[src/rtl/serial_add_if.sv]
// Request/response channel of the bit-serial add/subtract unit.
// master = requester/consumer side, slave = the arithmetic unit.
interface serial_add_if #(
  parameter int WIDTH = 4
);
  logic             req_valid;
  logic             req_ready;
  logic [WIDTH-1:0] a;
  logic [WIDTH-1:0] b;
  logic             c_in;
  logic             op_sub;
  logic             rsp_valid;
  logic             rsp_ready;
  logic [WIDTH-1:0] sum;
  logic             c_out;
  logic             overflow;
  logic             zero;

  modport master (
    output req_valid, a, b, c_in, op_sub, rsp_ready,
    input  req_ready, rsp_valid, sum, c_out, overflow, zero
  );

  modport slave (
    input  req_valid, a, b, c_in, op_sub, rsp_ready,
    output req_ready, rsp_valid, sum, c_out, overflow, zero
  );
endinterface

[src/rtl/serial_add_unit.sv]
// Bit-serial add/subtract: one full-adder cell fed LSB first, carry held in a flop.
// WIDTH shift cycles per operation; result registered on entry to DONE.
module serial_add_unit #(
  parameter int WIDTH = 4
) (
  input  logic         clk,
  input  logic         rst,
  serial_add_if.slave  bus,
  output logic         busy
);
  localparam int CW = $clog2(WIDTH) + 1;

  typedef enum logic [1:0] {IDLE, SHIFT, DONE} state_t;

  state_t           state, state_nx;
  logic [WIDTH-1:0] a_sh, b_sh, res_sh, res_nx;
  logic             carry, s, co, last;
  logic [CW-1:0]    count;

  assign s    = a_sh[0] ^ b_sh[0] ^ carry;
  assign co   = (a_sh[0] & b_sh[0]) | (carry & (a_sh[0] ^ b_sh[0]));
  assign last = (count == CW'(WIDTH - 1));
  // Sum bit enters the MSB; the concat keeps the shift legal for WIDTH=1.
  assign res_nx = WIDTH'({s, res_sh} >> 1);

  always_ff @(posedge clk or posedge rst) begin
    if (rst) state <= IDLE;
    else     state <= state_nx;
  end

  always_comb begin
    state_nx      = state;
    bus.req_ready = 1'b0;
    bus.rsp_valid = 1'b0;
    busy          = 1'b1;
    case (state)
      IDLE: begin
        bus.req_ready = 1'b1;
        busy          = 1'b0;
        if (bus.req_valid) state_nx = SHIFT;
      end
      SHIFT: if (last) state_nx = DONE;
      DONE: begin
        bus.rsp_valid = 1'b1;
        if (bus.rsp_ready) state_nx = IDLE;
      end
      default: state_nx = IDLE;
    endcase
  end

  always_ff @(posedge clk or posedge rst) begin
    if (rst) begin
      a_sh         <= '0;
      b_sh         <= '0;
      res_sh       <= '0;
      carry        <= 1'b0;
      count        <= '0;
      bus.sum      <= '0;
      bus.c_out    <= 1'b0;
      bus.overflow <= 1'b0;
      bus.zero     <= 1'b0;
    end else begin
      case (state)
        IDLE: begin
          res_sh <= '0;
          count  <= '0;
          if (bus.req_valid) begin
            // Subtract is A + ~B + 1: invert B and force the carry in.
            a_sh  <= bus.a;
            b_sh  <= bus.op_sub ? ~bus.b : bus.b;
            carry <= bus.op_sub ? 1'b1 : bus.c_in;
          end
        end
        SHIFT: begin
          res_sh <= res_nx;
          a_sh   <= a_sh >> 1;
          b_sh   <= b_sh >> 1;
          carry  <= co;
          count  <= count + 1'b1;
          if (last) begin
            // carry here is the carry into the MSB cell.
            bus.sum      <= res_nx;
            bus.c_out    <= co;
            bus.overflow <= carry ^ co;
            bus.zero     <= (res_nx == '0);
          end
        end
        default: ;
      endcase
    end
  end
endmodule

[src/flat_wrapper.sv]
// flat-port wrapper written by rule: the top's interface ports become plain ports
module serial_add_unit_flat 
#(
  parameter int WIDTH = 4
)
  (clk, rst, busy, bus_req_valid, bus_a, bus_b, bus_c_in, bus_op_sub, bus_rsp_ready, bus_req_ready, bus_rsp_valid, bus_sum, bus_c_out, bus_overflow, bus_zero);
  serial_add_if #(.WIDTH(WIDTH)) bus_i ();
  input  logic clk;
  input  logic rst;
  output logic busy;
  input wire logic [$bits(bus_i.req_valid)-1:0] bus_req_valid;
  input wire logic [$bits(bus_i.a)-1:0] bus_a;
  input wire logic [$bits(bus_i.b)-1:0] bus_b;
  input wire logic [$bits(bus_i.c_in)-1:0] bus_c_in;
  input wire logic [$bits(bus_i.op_sub)-1:0] bus_op_sub;
  input wire logic [$bits(bus_i.rsp_ready)-1:0] bus_rsp_ready;
  output wire logic [$bits(bus_i.req_ready)-1:0] bus_req_ready;
  output wire logic [$bits(bus_i.rsp_valid)-1:0] bus_rsp_valid;
  output wire logic [$bits(bus_i.sum)-1:0] bus_sum;
  output wire logic [$bits(bus_i.c_out)-1:0] bus_c_out;
  output wire logic [$bits(bus_i.overflow)-1:0] bus_overflow;
  output wire logic [$bits(bus_i.zero)-1:0] bus_zero;
  assign bus_i.req_valid = bus_req_valid;
  assign bus_i.a = bus_a;
  assign bus_i.b = bus_b;
  assign bus_i.c_in = bus_c_in;
  assign bus_i.op_sub = bus_op_sub;
  assign bus_i.rsp_ready = bus_rsp_ready;
  assign bus_req_ready = bus_i.req_ready;
  assign bus_rsp_valid = bus_i.rsp_valid;
  assign bus_sum = bus_i.sum;
  assign bus_c_out = bus_i.c_out;
  assign bus_overflow = bus_i.overflow;
  assign bus_zero = bus_i.zero;
  serial_add_unit #(.WIDTH(WIDTH)) u_core (.clk(clk), .rst(rst), .bus(bus_i), .busy(busy));
endmodule
[config.mk]
export PLATFORM = sky130hd
export DESIGN_NAME = serial_add_unit_flat
export DESIGN_NICKNAME = d
export VERILOG_FILES = /design/src/rtl/serial_add_if.sv /design/src/rtl/serial_add_unit.sv /design/src/flat_wrapper.sv
export SDC_FILE = /design/constraint.sdc
export NUM_CORES = 1
export LEC_CHECK = 0
export CORE_UTILIZATION = 49
export CTS_CLUSTER_DIAMETER = 40
export CTS_CLUSTER_SIZE = 40
export DETAILED_ROUTE_END_ITERATION = 8
export GPL_ROUTABILITY_DRIVEN = 1
export PLACE_DENSITY = 0.86
export SYNTH_ARGS = -nofsm -noshare
export SYNTH_HDL_FRONTEND = slang
export SYNTH_SLANG_ARGS = --single-unit
[constraint.sdc]
create_clock -name clk -period 2.9 [get_ports clk]
set_input_delay 0.725 -clock clk [delete_from_list [all_inputs] [get_ports clk]]
set_output_delay 0.725 -clock clk [all_outputs]
set_load 0.01 [all_outputs]
Word level (Yosys, flattened, before mapping)

Index checks and enable logic that the tools add are counted.

Flip-flop bits (word level): 25
Input port bits: 14
Output and inout port bits: 10
Word-level logic and storage cells: 47

Add/sub/neg operators: 1
Equal/unequal tests: 6
Multiplexer cells: 17
Bitwise logic cells: 7
Reduce and logical (&&, ||, !) cells: 6

Operators by type and width:

| cell                  | number |
|---|---|
| $pmux W4 S2           | 3 |
| $mux W4               | 3 |
| $mux W2               | 3 |
| $pmux W2 S3           | 1 |
| $pmux W3 S2           | 1 |
| $mux W1               | 5 |
| $logic_not A4 Y1      | 1 |
| $ne A2 B2 Y1 const B  | 2 |
| $not A4 Y4            | 1 |
| $reduce_and A2 Y1     | 2 |
| $add A3 B1 Y3 const B | 1 |
| $eq A3 B2 Y1 const B  | 1 |
| $reduce_and A3 Y1     | 1 |
| $xor A1 B1 Y1         | 3 |
| $and A1 B1 Y1         | 2 |
| $eq A2 B1 Y1 const B  | 1 |
| $eq A2 B2 Y1 const B  | 1 |
| $logic_not A2 Y1      | 1 |
| $ne A2 B1 Y1 const B  | 1 |
| $pmux W1 S2           | 1 |
| $reduce_bool A2 Y1    | 1 |
| $or A1 B1 Y1          | 1 |

Longest topological paths before layout

Depth in word-level cells: 4
Depth in mapped cells: 5
Depth with buffers taken out: 5

Least setup slack after synthesis

OpenSTA, ideal clock, no wires.

Path type: register to output
From: reg u_core.state[0]
To: out busy
Arrival: 932 ps
Required time: 2175 ps
Setup slack: 1243 ps
Cell stages (with the launch flop): 4
Buffers on the path: 1
Cells stage by stage: dfrtp_1 > buf_4 > nor2_1 > inv_1

Cells in the longest elaborated chain, start to end: 2

RTL lines:

| what                     | line                  | RTL |
|---|---|---|
| start: declaration       | serial_add_unit.sv:15 | `state_t state, state_nx;` |
| start signal: assignment | serial_add_unit.sv:28 | `else state <= state_nx;` |
| $logic_not A2 Y1         | serial_add_unit.sv:36 | `case (state)` |
| $mux W1                  | serial_add_unit.sv:36 |  |
| end: declaration         | flat_wrapper.sv:10    | `output logic busy;` |

No other way between the ends.

Worst setup path after layout

From: reg u_core.state[1]
To: out bus_rsp_valid

Cells in the longest elaborated chain, start to end: 2

RTL lines:

| what             | line                  | RTL |
|---|---|---|
| $eq A2 B2 Y1     | serial_add_unit.sv:36 |  |
| $mux W1          | serial_add_unit.sv:36 |  |
| end: declaration | flat_wrapper.sv:18    | `output wire logic [$bits(bus_i.rsp_valid)-1:0] bus_rsp_valid;` |

No other way between the ends.

==> results.py <==
metrics = {
    "status": {
        "outcome": "finished, final reports clean",
    },
    "die": {
        "die_x_um": 49.6,
        "core_um2": 2040,
        "start_util_pct": 54.5,
        "die_area_um2": 2460,
        "rows": 16,
        "ios": 24,
        "die_y_um": 49.6,
    },
    "worst_setup_path": {
        "cp.arrival_ns": 1.81,
        "crit_type": "flip-flop to output pin",
        "cp_max_fo": 16,
        "start_kind": "flip-flop",
        "crit_path_top_delay_cell": "clkdlybuf4s50_1",
        "path_delay_family": "buffers and inverters",
        "worstPathRequired_ns": 2.17,
        "path_cells": "clkinv_1, nor2_1, clkdlybuf4s50_1",
        "end_kind": "output pin",
        "critPathBufInv": 2,
        "critPathMaxStageDelay_ns": 0.55,
    },
    "pwr": {
        "combPwrFrac_pct": 43.1,
        "p_switching_uw": 512,
        "peakVddDrop_uv": 527,
        "power_switching_share_pct": 36.1,
        "power.leakage_nw": 0.608,
        "power.total_mw": 1.42,
        "power.density_nw_per_um2": 1020,
        "p_clk_share_pct": 12.4,
        "power_frac_seq_pct": 44.5,
        "intPower_uw": 908,
    },
    "clock_tree": {
        "insertion_delay_ns": 0.31,
        "cts-root-buf": "clkbuf_4",
        "clock_sinks": 24,
        "tritoncts": "built",
        "cts_buffers": 3,
        "cts_buffer_depth": 2,
        "cts_max_level": 1,
        "cts.clk_slew.worst_paths_ns": 0.13,
        "postCtsSetupRepairBufs": 0,
    },
    "finish": {
        "nNetsFinal": 140,
        "antenna_cells": 0,
        "syn_to_final_growth_pct": 24.6,
        "finalInstanceArea_um2": 1390,
        "num-fill-cells": 177,
        "layout-drive-gt1-share_pct": 9.84,
    },
    "yosys": {
        "synth.avg_cell_area_um2": 11.1,
        "yosys_warnings": 0,
        "netlist_area_um2": 1110,
        "ys_ff_latch": 24,
        "synth.distinct_cells": 27,
        "synth_top_area_share_pct": 54.0,
        "synth-seq-area-share_pct": 54.0,
        "yosysTopAreaCell": "dfrtp_1",
        "synth_area_leaders": "dfrtp_1 54%, o22ai_1 6.7%, mux2_2 5.1%",
        "synthCells": 100,
        "synth_nets": 117,
    },
    "timing": {
        "finalCritPeriodShare_pct": 87.5,
        "fin_crit_ns": 2.54,
        "max_freq_ghz": 0.394,
        "rsz0062_at_grt": "false",
        "tightest_slew_ns": 0.401,
        "setup_viol": 0,
        "whs_ns": 0.501,
        "finalClockSkew_ns": 0.00170,
        "timing_hold_violations_final": 0,
        "fin_tns_setup_ns": 0,
        "drv_slew": 0,
        "relSlewSlack_pct": 73.2,
    },
    "worst_hold_path": {
        "min_path_type": "flip-flop to flip-flop",
    },
    "grt": {
        "grt_usage_pct": 18.9,
        "gr-total-overflow": 0,
        "grt_pass1_wl_mm": 3.55,
        "grt_pass1_vias": 823,
        "grt_max_degree": 25,
        "antenna_found_initial": 0,
    },
    "placement": {
        "place_area_um2": 1350,
        "hpwl_mm": 1.48,
        "gp_congestion": 0.823,
        "port_buffers": 23,
    },
    "detailed_routing": {
        "viasPerCell": 5.62,
        "first_pass_iters": 4,
        "drt_iter0_markers": 13,
        "routed_wl_mm": 1.96,
        "avgRoutedWirePerCell_um": 13.1,
        "drtAntennaViolNets": 0,
        "drc": 0,
        "vias": 837,
    },
    "flow_run": {
        "cap_viol_max_count": 0,
    },
}
synth_stat cells:
cell	number
nand2_1	7
o31ai_1	1
or4_1	1
a22o_1	3
nor2_1	3
xnor2_1	1
buf_4	2
o22ai_1	12
dfrtp_1	24
a32o_1	1
fa_1	1
buf_2	3
clkinv_1	1
xor2_1	4
a2bb2oi_1	1
a22oi_1	2
clkbuf_2	1
nand3b_4	1
inv_1	5
ha_1	2
and2b_1	1
mux2_2	5
nand2b_1	2
a21oi_1	7
o21ai_0	6
o21ai_1	2
nor2b_1	1
metal layers:
layer  vias to the layer above  wire length (µm)  global-route usage [%]
met1                       405               904                    25.0
met3                         4                75                    3.09
met5                         -                 0                       0
met4                         0                24                    5.71
li1                        402                 -                       -
met2                        26               952                    31.5
worst paths after layout:
check                                     from  slack (ns)  cells after the start             endpoint
max                            u_core.state[1]        0.36                      3        bus_rsp_valid
min                        u_core.bus.overflow        0.50                      2  u_core.bus.overflow
max reg2reg                       u_core.carry        1.25                      3      u_core.bus.zero
min reg2reg                u_core.bus.overflow        0.50                      2  u_core.bus.overflow
max in group asynchronous                  rst        1.90                      3      u_core.state[1]
min in group asynchronous                  rst        0.75                      3    u_core.bus.sum[0]
tightest hold or removal path: cells and delay by family (launching register included):
family / cells / cell delay [ns]
and+or+nand+nor: 1 / 0.05
DFF: 1 / 0.37
AOI/OAI and AO/OA: 1 / 0.06
layout make-up:
class / instances / area (µm²) / share of cell area [%]
Clock buffer: 4 / 36.3 / 2.62
Inverter: 6 / 22.5 / 1.62
Multi-Input combinational cell: 64 / 454 / 32.8
Sequential cell: 24 / 602 / 43.4
Tap cell: 27 / 33.8 / 2.44
Timing Repair Buffer: 24 / 238 / 17.1
power by group through the flow:
stage / registers, mW / clock network (mW) / logic [mW]
after global placement: 0.627 / 0 / 0.605
final: 0.633 / 0.176 / 0.612
after floorplan: 0.609 / 0 / 0.433
after global routing: 0.663 / 0.196 / 0.690
after detailed placement: 0.640 / 0 / 0.621
after CTS: 0.631 / 0.180 / 0.622
repair_timing:
item,4_1_cts,5_1_grt
setup endpoints to repair,0,1
resized for setup,0,1
hold buffers,0,0
kinds of logic after synthesis:
| logic type | synth area share [%] |
|---|---|
| multiplexers | 5.06 |
| flip-flops | 54.0 |
| AO/OA/AOI/OAI | 19.6 |
| XOR/XNOR | 3.94 |
| AND/OR/NAND/NOR | 8.21 |
| buffers and inverters | 5.17 |
| adder cells (fa/ha/maj) | 4.05 |
cell usage in the layout (no fill, tap or decap), drive strengths merged, types with 2 or more instances in the layout:
| cell type | synthesis | routed |
|---|---|---|
| clkdlybuf4s50 | 0 | 23 |
| nand2b | 2 | 2 |
| nor2 | 3 | 3 |
| o21ai | 8 | 8 |
| a21oi | 7 | 7 |
| a22o | 3 | 3 |
| ha | 2 | 2 |
| inv | 5 | 5 |
| clkbuf | 1 | 4 |
| o22ai | 12 | 12 |
| a22oi | 2 | 2 |
| xor2 | 4 | 4 |
| nand2 | 7 | 7 |
| mux2 | 5 | 5 |
| dfrtp | 24 | 24 |
sequential cells by signal (all words and copies together), names as in the netlist:
register and count:
u_core.carry 1, u_core.count 3, u_core.bus.sum 4, u_core.bus.zero 1
u_core.res_sh 3, u_core.b_sh 4, u_core.bus.overflow 1, u_core.state 2
u_core.a_sh 4, u_core.bus.c_out 1
stage by stage:
| step | instances | util (%) | setup slack (ns) |
|---|---|---|---|
| 2_1_floorplan | 100 | - | 1.24 |
| 3_3_place_gp | 145 | 66.1 | 0.602 |
| 3_5_place_dp | 145 | 66.1 | 0.567 |
| 4_1_cts | 149 | 67.8 | 0.184 |
| 5_1_grt | 149 | 67.9 | 0.191 |
| 6_report | 149 | 67.9 | 0.362 |
(Power assumes the default switching activity.)
